$ cat src/rtl/gesture_pkg.sv
// +------------------------------------------------------------------------+
// | Module  : gesture_pkg                                                  |
// | Purpose : Shared types and constants for the finger scan controller:   |
// |           scan FSM state encoding, finger channel numbers, channel     |
// |           select width and finger count.                               |
// | Rev     : 1.0  initial release                                         |
// +------------------------------------------------------------------------+
`default_nettype none

package gesture_pkg;

    localparam int NUM_FINGERS = 5;
    localparam int CH_W        = 3;

    localparam logic [CH_W-1:0] FINGER_THUMB  = 3'd0;
    localparam logic [CH_W-1:0] FINGER_INDEX  = 3'd1;
    localparam logic [CH_W-1:0] FINGER_MIDDLE = 3'd2;
    localparam logic [CH_W-1:0] FINGER_RING   = 3'd3;
    localparam logic [CH_W-1:0] FINGER_PINKY  = 3'd4;

    typedef enum logic [1:0] {
        IDLE  = 2'd0,
        START = 2'd1,
        WAIT  = 2'd2,
        EVAL  = 2'd3
    } scan_state_t;

endpackage

`default_nettype wire

$ cat src/rtl/finger_scan_controller_if.sv
// +------------------------------------------------------------------------+
// | Module  : finger_scan_controller_if                                    |
// | Purpose : Conversion handshake between the scan controller and the     |
// |           shared flex-sensor ADC.                                      |
// |   adc_start : one-cycle conversion request (controller -> ADC)         |
// |   adc_ch    : channel select, held from START through end of WAIT      |
// |   adc_done  : one-cycle pulse, conversion finished (ADC -> controller) |
// |   adc_data  : sample, valid while adc_done=1                           |
// |   master modport = controller side, slave modport = ADC side           |
// | Rev     : 1.0  initial release                                         |
// +------------------------------------------------------------------------+
`default_nettype none

interface finger_scan_controller_if
    import gesture_pkg::*;
#(
    parameter int ADC_W = 10
) ();

    logic              adc_start;
    logic [CH_W-1:0]   adc_ch;
    logic              adc_done;
    logic [ADC_W-1:0]  adc_data;

    modport master (
        output adc_start,
        output adc_ch,
        input  adc_done,
        input  adc_data
    );

    modport slave (
        input  adc_start,
        input  adc_ch,
        output adc_done,
        output adc_data
    );

endinterface

`default_nettype wire

$ cat src/rtl/finger_scan_controller_threshold.sv
// +------------------------------------------------------------------------+
// | Module  : finger_threshold                                             |
// | Purpose : Combinational bent/straight decision for one ADC sample.     |
// |   i_sample : ADC sample (unsigned)                                     |
// |   i_status : current debounced status of the finger being sampled      |
// |   o_bent   : 1 = finger bent                                           |
// | Build option HYSTERESIS_EN: set threshold THRESH+HYST while straight,  |
// |   clear threshold THRESH-HYST while bent, both saturated to the ADC    |
// |   range. Without it a single threshold THRESH is used.                 |
// | Rev     : 1.0  initial release                                         |
// +------------------------------------------------------------------------+
`default_nettype none

module finger_threshold
    import gesture_pkg::*;
#(
    parameter int ADC_W  = 10,
    parameter int THRESH = 512,
    parameter int HYST   = 32
) (
    input  wire logic [ADC_W-1:0] i_sample,
    input  wire logic             i_status,
    output logic                  o_bent
);

    localparam int C_MAX = (1 << ADC_W) - 1;

    // One extra bit so every threshold (including "never bent") is representable.
    logic [ADC_W:0] w_sample_ext;
    assign w_sample_ext = {1'b0, i_sample};

`ifdef HYSTERESIS_EN
    localparam int C_HI_INT = (THRESH + HYST > C_MAX) ? C_MAX : (THRESH + HYST);
    localparam int C_LO_INT = (THRESH - HYST < 0) ? 0 : (THRESH - HYST);
    localparam logic [ADC_W:0] C_HI = C_HI_INT[ADC_W:0];
    localparam logic [ADC_W:0] C_LO = C_LO_INT[ADC_W:0];

    // A bent finger stays bent until the sample drops below the low threshold.
    assign o_bent = i_status ? (w_sample_ext >= C_LO) : (w_sample_ext >= C_HI);
`else
    localparam int C_TH_INT = (THRESH > C_MAX + 1) ? (C_MAX + 1) : THRESH;
    localparam logic [ADC_W:0] C_TH = C_TH_INT[ADC_W:0];

    assign o_bent = (w_sample_ext >= C_TH);

    // Status and half-band only matter in the hysteresis build.
    logic w_unused_hyst;
    assign w_unused_hyst = ^{i_status, HYST[0]};
`endif

endmodule

`default_nettype wire

$ cat src/rtl/finger_scan_controller.sv
// +------------------------------------------------------------------------+
// | Module  : finger_scan_controller                                       |
// | Purpose : Sequences one shared ADC over the five finger channels       |
// |           (thumb=0 .. pinky=4), thresholds each sample, and only       |
// |           accepts a new 5-bit status vector once it has been seen in   |
// |           STABLE_SCANS consecutive identical scans.                    |
// | Ports   :                                                              |
// |   clk            system clock                                          |
// |   rst            asynchronous, active-low reset                        |
// |   enable         scanning allowed; only looked at while idle           |
// |   adc            conversion handshake (master modport)                 |
// |   *_status       debounced finger status (1 = bent)                    |
// |   status_update  one-cycle pulse when the status vector changes        |
// |   adc_error      sticky conversion-timeout flag, cleared by reset      |
// | Build option HYSTERESIS_EN: see finger_threshold.                      |
// | Rev     : 1.0  initial release                                         |
// +------------------------------------------------------------------------+
`default_nettype none

module finger_scan_controller
    import gesture_pkg::*;
#(
    parameter int ADC_W        = 10,
    parameter int THRESH       = 512,
    parameter int SCAN_GAP     = 1000,
    parameter int STABLE_SCANS = 3,
    parameter int ADC_TIMEOUT  = 255,
    parameter int HYST         = 32
) (
    input  wire logic                 clk,
    input  wire logic                 rst,
    input  wire logic                 enable,
    finger_scan_controller_if.master  adc,
    output logic                      thumb_status,
    output logic                      index_status,
    output logic                      middle_status,
    output logic                      ring_status,
    output logic                      pinky_status,
    output logic                      status_update,
    output logic                      adc_error
);

    localparam int C_GAP_W = (SCAN_GAP > 1) ? $clog2(SCAN_GAP) : 1;
    localparam int C_TMO_W = (ADC_TIMEOUT > 1) ? $clog2(ADC_TIMEOUT) : 1;
    localparam int C_CNT_W = $clog2(STABLE_SCANS + 1);

    localparam logic [C_GAP_W-1:0] C_GAP_LAST = C_GAP_W'(SCAN_GAP - 1);
    // WAIT cycle index at which the timeout fires (ADC_TIMEOUT-th wait cycle).
    localparam logic [C_TMO_W-1:0] C_TMO_LAST = C_TMO_W'(ADC_TIMEOUT - 1);
    localparam logic [C_CNT_W-1:0] C_STABLE   = C_CNT_W'(STABLE_SCANS);

    scan_state_t              r_state;
    logic [C_GAP_W-1:0]       r_gap;
    logic [C_TMO_W-1:0]       r_tmo;
    logic [CH_W-1:0]          r_ch;
    logic [NUM_FINGERS-1:0]   r_raw;
    logic [NUM_FINGERS-1:0]   r_prev;
    logic [NUM_FINGERS-1:0]   r_status;
    logic [C_CNT_W-1:0]       r_cnt;
    logic                     r_start;
    logic                     r_update;
    logic                     r_error;

    logic                     w_cur;
    logic                     w_bent;
    logic                     w_same;
    logic [C_CNT_W-1:0]       w_cnt_next;

    // Debounced status of the finger currently being converted (for hysteresis).
    always_comb begin
        w_cur = 1'b0;
        for (int i = 0; i < NUM_FINGERS; i++) begin
            if (r_ch == CH_W'(i)) begin
                w_cur = r_status[i];
            end
        end
    end

    finger_threshold #(
        .ADC_W  (ADC_W),
        .THRESH (THRESH),
        .HYST   (HYST)
    ) u_threshold (
        .i_sample (adc.adc_data),
        .i_status (w_cur),
        .o_bent   (w_bent)
    );

    assign w_same = (r_raw == r_prev);

    always_comb begin
        w_cnt_next = C_CNT_W'(1);
        if (w_same) begin
            w_cnt_next = (r_cnt == C_STABLE) ? r_cnt : (r_cnt + C_CNT_W'(1));
        end
    end

    always_ff @(posedge clk or negedge rst) begin
        if (!rst) begin
            r_state  <= IDLE;
            r_gap    <= '0;
            r_tmo    <= '0;
            r_ch     <= FINGER_THUMB;
            r_raw    <= '0;
            r_prev   <= '0;
            r_status <= '0;
            r_cnt    <= '0;
            r_start  <= 1'b0;
            r_update <= 1'b0;
            r_error  <= 1'b0;
        end else begin
            // Both strobes are single-cycle unless re-armed below.
            r_start  <= 1'b0;
            r_update <= 1'b0;

            case (r_state)
                IDLE: begin
                    if (r_gap == C_GAP_LAST) begin
                        // Counter parks here while disabled so enable starts a scan at once.
                        if (enable) begin
                            r_state <= START;
                            r_ch    <= FINGER_THUMB;
                            r_start <= 1'b1;
                        end
                    end else begin
                        r_gap <= r_gap + C_GAP_W'(1);
                    end
                end

                START: begin
                    r_tmo   <= '0;
                    r_state <= WAIT;
                end

                WAIT: begin
                    // A sample arriving on the timeout cycle takes priority.
                    if (adc.adc_done) begin
                        for (int i = 0; i < NUM_FINGERS; i++) begin
                            if (r_ch == CH_W'(i)) begin
                                r_raw[i] <= w_bent;
                            end
                        end
                        if (r_ch == FINGER_PINKY) begin
                            r_state <= EVAL;
                        end else begin
                            r_ch    <= r_ch + CH_W'(1);
                            r_state <= START;
                            r_start <= 1'b1;
                        end
                    end else if (r_tmo == C_TMO_LAST) begin
                        // Partial scan is abandoned; debounce state is left untouched.
                        r_error <= 1'b1;
                        r_state <= IDLE;
                        r_gap   <= '0;
                        r_ch    <= FINGER_THUMB;
                    end else begin
                        r_tmo <= r_tmo + C_TMO_W'(1);
                    end
                end

                EVAL: begin
                    r_cnt <= w_cnt_next;
                    if (!w_same) begin
                        r_prev <= r_raw;
                    end
                    if ((w_cnt_next == C_STABLE) && (r_raw != r_status)) begin
                        r_status <= r_raw;
                        r_update <= 1'b1;
                    end
                    r_state <= IDLE;
                    r_gap   <= '0;
                end

                default: begin
                    r_state <= IDLE;
                end
            endcase
        end
    end

    assign adc.adc_start  = r_start;
    assign adc.adc_ch     = r_ch;

    assign thumb_status   = r_status[FINGER_THUMB];
    assign index_status   = r_status[FINGER_INDEX];
    assign middle_status  = r_status[FINGER_MIDDLE];
    assign ring_status    = r_status[FINGER_RING];
    assign pinky_status   = r_status[FINGER_PINKY];
    assign status_update  = r_update;
    assign adc_error      = r_error;

endmodule

`default_nettype wire

$ cat src/flat_wrapper.sv
// flat-port wrapper written by rule: the top's interface ports become plain ports
module finger_scan_controller_flat import gesture_pkg::*;
#(
    parameter int ADC_W        = 10,
    parameter int THRESH       = 512,
    parameter int SCAN_GAP     = 1000,
    parameter int STABLE_SCANS = 3,
    parameter int ADC_TIMEOUT  = 255,
    parameter int HYST         = 32
)
  (clk, rst, enable, thumb_status, index_status, middle_status, ring_status, pinky_status, status_update, adc_error, adc_adc_start, adc_adc_ch, adc_adc_done, adc_adc_data);
  finger_scan_controller_if #(.ADC_W(ADC_W)) adc_i ();
  input  wire logic clk;
  input  wire logic rst;
  input  wire logic enable;
  output logic thumb_status;
  output logic index_status;
  output logic middle_status;
  output logic ring_status;
  output logic pinky_status;
  output logic status_update;
  output logic adc_error;
  output wire logic [$bits(adc_i.adc_start)-1:0] adc_adc_start;
  output wire logic [$bits(adc_i.adc_ch)-1:0] adc_adc_ch;
  input wire logic [$bits(adc_i.adc_done)-1:0] adc_adc_done;
  input wire logic [$bits(adc_i.adc_data)-1:0] adc_adc_data;
  assign adc_adc_start = adc_i.adc_start;
  assign adc_adc_ch = adc_i.adc_ch;
  assign adc_i.adc_done = adc_adc_done;
  assign adc_i.adc_data = adc_adc_data;
  finger_scan_controller #(.ADC_W(ADC_W), .THRESH(THRESH), .SCAN_GAP(SCAN_GAP), .STABLE_SCANS(STABLE_SCANS), .ADC_TIMEOUT(ADC_TIMEOUT), .HYST(HYST)) u_core (.clk(clk), .rst(rst), .enable(enable), .adc(adc_i), .thumb_status(thumb_status), .index_status(index_status), .middle_status(middle_status), .ring_status(ring_status), .pinky_status(pinky_status), .status_update(status_update), .adc_error(adc_error));
endmodule
$ cat config.mk
export PLATFORM = sky130hd
export DESIGN_NAME = finger_scan_controller_flat
export DESIGN_NICKNAME = d
export VERILOG_FILES = /design/src/rtl/gesture_pkg.sv /design/src/rtl/finger_scan_controller_if.sv /design/src/rtl/finger_scan_controller_threshold.sv /design/src/rtl/finger_scan_controller.sv /design/src/flat_wrapper.sv
export SDC_FILE = /design/constraint.sdc
export NUM_CORES = 1
export LEC_CHECK = 0
export BUFFER_PORTS_ARGS = -buffer_cell sky130_fd_sc_hd__buf_2
export CORE_MARGIN = 4
export CORE_UTILIZATION = 32
export CTS_CLUSTER_DIAMETER = 80
export DETAILED_ROUTE_END_ITERATION = 6
export HOLD_SLACK_MARGIN = 0.03
export PLACE_DENSITY_LB_ADDON = 0.15
export SLEW_MARGIN = 20
export SYNTH_ARGS = -nofsm -noshare
export SYNTH_HDL_FRONTEND = slang
export SYNTH_SLANG_ARGS = --single-unit
$ cat constraint.sdc
create_clock -name clk -period 2.42 [get_ports clk]
set_clock_uncertainty 0.15 [all_clocks]
set_input_delay 0.605 -clock clk [delete_from_list [all_inputs] [get_ports clk]]
set_output_delay 0.605 -clock clk [all_outputs]
set_load 0.02 [all_outputs]
Yosys cells after proc, flatten, opt, wreduce, memory -nomap -nowiden
Cells that the tools add are included.
W data, S select, Z words.

word-level totals
  register bits = 43
  latch bits = 0
  bits in writable memories = 0
  ROM bits = 0
  output and inout bits = 11
  logic and storage cells = 89
  memories kept = 0

operators by class
  add/sub/neg operators = 4
  $mul = 0
  div/mod/pow operators = 0
  order comparisons = 1
  equal/unequal tests = 21
  shift operators = 0
  muxes and demuxes = 28
  bitwise logic cells = 2
  reductions and logical operators = 18

operators by type and width
  cell                     count
  $mux W10                 3
  $pmux W10 S3             1
  $reduce_and A3 Y1        8
  $mux W8                  2
  $pmux W8 S2              1
  $mux W3                  5
  $mux W2                  7
  $add A10 B1 Y10 const B  1
  $eq A10 B10 Y1 const B   1
  $ge A10 B10 Y1 const B   1
  $add A8 B1 Y8 const B    1
  $eq A2 B2 Y1 const B     4
  $eq A8 B8 Y1 const B     1
  $ne A2 B2 Y1 const B     4
  $pmux W2 S4              1
  $eq A3 B2 Y1 const B     2
  $mux W1                  6
  $pmux W3 S2              1
  $eq A5 B5 Y1             1
  $ne A5 B5 Y1             1
  $reduce_and A5 Y1        1
  $ne A2 B1 Y1 const B     2
  $reduce_and A2 Y1        2
  $reduce_and A4 Y1        1
  other kinds (14)         16

Longest topological paths before layout
  word-level depth = 7
  depth in mapped cells = 7
  depth with buffers taken out = 7

Modules after synthesis
From an unflattened synthesis, not the netlist that was laid out.

unflattened totals
  cells, all modules = 224
  area, all modules = 2318.5 um^2

modules (own cells, without submodules)
  module                  instances  cells an instance  area an instance (um^2)
  finger_scan_controller  1          223                2314.7
  finger_threshold        1          1                  3.8

Worst setup path before layout
Ideal clock, no wire load.

  kind = register to register
  from = register u_core.r_gap[3]
  to = register u_core.r_ch[0], in the netlist u_core.adc.adc_ch[0]
  library setup time = 125 ps
  arrival = 1649 ps
  required time = 2145 ps
  path slack = 496 ps
  stages on the path, launching flop included = 6
  buffers on the path = 0
  clock period less this slack = 1924 ps
  path through = dfrtp_1 or2_4 nor4_4 a21oi_1 a311o_1 mux2_4

on the way
  longest elaborated chain between the ends = 3

RTL lines
  element                             line                           text
  start, declared                     finger_scan_controller.sv:53   logic [C_GAP_W-1:0] r_gap;
  start signal, assigned              finger_scan_controller.sv:126  r_gap <= r_gap + C_GAP_W'(1);
  $eq A10 B10 Y1                      finger_scan_controller.sv:118  if (r_gap == C_GAP_LAST) begin
  $ne A2 B1 Y1 (no source line)       n/a
  $reduce_and A5 Y1 (no source line)  n/a
  end signal, assigned                finger_scan_controller.sv:146  r_ch <= r_ch + CH_W'(1);
  end, declared                       finger_scan_controller.sv:55   logic [CH_W-1:0] r_ch;

Every way passes these cells.
A chain may end at the register's enable or synchronous reset.

Final worst setup path
  from = register u_core.r_tmo[0]
  to = register u_core.r_ch[0], in the netlist u_core.adc.adc_ch[0]

on the way
  longest elaborated chain between the ends = 3

RTL lines
  element                             line                           text
  start, declared                     finger_scan_controller.sv:54   logic [C_TMO_W-1:0] r_tmo;
  start signal, assigned              finger_scan_controller.sv:157  r_tmo <= r_tmo + C_TMO_W'(1);
  $eq A8 B8 Y1                        finger_scan_controller.sv:150  end else if (r_tmo == C_TMO_LAST) begin
  $ne A3 B2 Y1 (no source line)       n/a
  $reduce_and A5 Y1 (no source line)  n/a

Every way passes these cells.

==> flow_summary.ini <==
[outcome]
status = completed

[die]
die_w_um = 91.68
core_um2 = 6794
ios = 25
die-area_um2 = 8405
rows = 30
start_util = 0.3298
fp.dieH_um = 91.68

[setup_path]
worst-path-max-fanout = 6
worst_path_largest_cell_delay_ns = 0.44
crit_arrival_ns = 2.14
path_cells = inv_1 -> ha_1 -> nand3_1 -> or3_4 -> a311o_1 -> mux2_4
start_kind = flop
r2r_slack_ns = 0.32
required_ns = 2.46
cp_slowest_cell = dfrtp_1
criticalPathCategory = reg -> reg
r2r_cells = 6
crit_path_end_kind = flop

[global_route]
antenna_found_initial = 0
grt.overflow.total = 0
met3_usage = 0.02543
grt_pass1_wl_um = 7769
grt_util_met1 = 0.1676
top_usage_layer = met1
use_met2 = 0.1643
grt_pass1_vias = 1579
grt_use_total = 0.1150
grt_max_degree = 24

[clock_network]
cts-buffers-inserted = 5
cts_root_buffer = clkbuf_8
ctsResizeCount = 0
clock_path_buffers = 2
clk_latency_ns = 0.30
path_clk_slew_ns = 0.09
cts_tree = done
holdBufCountCts = 0
post_cts_buffers = 0
cts.sinks = 43
cts-htree-levels = 2

[yosys]
yosys.area.top_type = dfrtp_1
yosysTopAreaCellShare = 0.4802
avgSynthCellArea_um2 = 10.47
ys_seq_elements = 43
syn_inst = 214
ys_seq_area_frac = 0.4802
async_reset_ff_frac = 1.000
synth-warning-count = 0
yosysMostFrequentCell = dfrtp_1
syn_nets = 236
synthTopCellsByArea = dfrtp_1 48%, mux2_2 5.0%, ha_1 4.5%, nand2_1 3.9%, xor2_1 3.5%
synth_edf_count = 0
synth_flop_cell = dfrtp_1
syn_area_um2 = 2241
ys_top_cells_by_count = 43 x dfrtp_1, 23 x nand2_1, 13 x nor2_1, 13 x o21ai_0
yosysUniqueCellTypes = 44

[timing]
layout_min_cycle_time_ns = 2.102
min_period_over_period = 0.8685
timing.fmax_mhz = 475.8
rsz0062_at_grt = no
finalMaxSlewViolations = 0
tightest_slew_ns = 0.5145
setup_viol = 0
setup_slack_ns = 0.3183
finalHoldViolCount = 0
maxSlewHeadroom = 0.6570
tns_ns = 0

[flow_run]
maxCapViolations = 0

[detailed_routing]
totalWireLength_um = 4382
drc_errors = 0
viasPerCell = 4.830
ant_nets = 0
avgRoutedWirePerCell_um = 13.08
drt-initial-drc-count = 77
dr.pass1.iters = 4
num_vias = 1618

[final_layout]
diodes = 0
area_growth_pct = 15.35
drive_above_1_share = 0.1967
nets = 260

[place]
portBuffers = 15
gp_congestion = 0.7587
pre_cts_ws_ns = 0.3170
dp_hpwl_um = 3166

[power_and_ir_drop]
report.power.total_mw = 1.264
pwr_density_cell_nw_per_um2 = 488.9
peakVddDrop_mv = 0.2251
power.static_leakage_nw = 1.229

[hold_path]
hp-class = in -> async
[cells in the final DEF, fill, tap and decap left out, types with 4 or more instances in the layout]
master / netlist / final
dfrtp_1: 43 / 43
nand2_1: 23 / 23
buf_2: 1 / 15
nor2_1: 13 / 13
o21ai_0: 13 / 13
nand3_1: 10 / 10
mux2_2: 10 / 10
xor2_1: 9 / 9
nor3_1: 8 / 8
ha_1: 8 / 8
inv_1: 7 / 7
clkbuf_8: 0 / 7
xnor2_1: 6 / 6
a21oi_1: 6 / 6
buf_4: 0 / 6
mux2_1: 5 / 5
nor2b_1: 4 / 4
[worst max-delay path: cells and delay by family, from the launching register on]
kind                       cells  cell delay [ns]
DFF                            1             0.44
adders and majority gates      1             0.14
buffers and inverters          1             0.08
muxes                          1             0.27
AOI/OAI and AO/OA              1             0.38
and+or+nand+nor                2             0.53
[sequential cells by signal (all words and copies together), names as in the netlist]
register,flops
u_core.r_gap,10
u_core.r_tmo,8
u_core.r_prev,5
u_core.r_raw,5
u_core.r_status,5
u_core.adc.adc_ch,3
u_core.r_cnt,2
u_core.r_state,2
u_core.adc.adc_start,1
u_core.adc_error,1
u_core.status_update,1
[stage by stage]
stage	std cells	hold WS [ns]	util	cell area (um^2)
detailed placement	327	0.2991	0.3652	2481
global placement	327	0.2935	0.3652	2481
finish	335	0.1181	0.3805	2585
CTS	335	0.1338	0.3805	2585
global route	335	0.1595	0.3805	2585
floorplan	214	0.1594	-	2241
[final timing paths]
check / endpoint / from
worst max-delay path: u_core.adc.adc_ch[0] / u_core.r_tmo[0]
worst max register to register: u_core.adc.adc_ch[0] / u_core.r_tmo[0]
worst min register to register: u_core.adc_error / u_core.adc_error
worst min-delay path: u_core.r_status[3] / rst
max in group asynchronous: u_core.adc_error / rst
min in group clk: u_core.adc_error / u_core.adc_error
[power by group]
group / switching [mW] / internal, mW
Combinational: 0.0177 / 0.00582
Sequential: 0 / 0.718
Clock: 0.263 / 0.260
[cell families (layout without fill, tap and decap cells)]
group                    Yosys count  after routing  synth area share
XOR/XNOR                          15             15           0.05863
buffers and inverters             12             37           0.02066
AND/OR/NAND/NOR                   80             80            0.1982
multiplexers                      18             18           0.09101
flip-flops                        43             43            0.4802
AO/OA/AOI/OAI                     38             38            0.1066
adder cells (fa/ha/maj)            8              8           0.04467
[layout make-up]
type | instances | area, um^2
fill | 668 | 4209
multi-input combinational | 159 | 1119
sequential | 43 | 1076
timing repair buffer | 22 | 140.1
tap | 96 | 120.1
clock buffer | 7 | 96.34
inverter | 7 | 26.28
clock inverter | 1 | 7.507
[layer usage]
metal | routed length (um) | share of wire
met1 | 2303 | 0.53
met3 | 123 | 0.028
met5 | 0 | 0
met4 | 80 | 0.018
met2 | 1874 | 0.43
No activity file was read; power rests on OpenSTA's default activity.
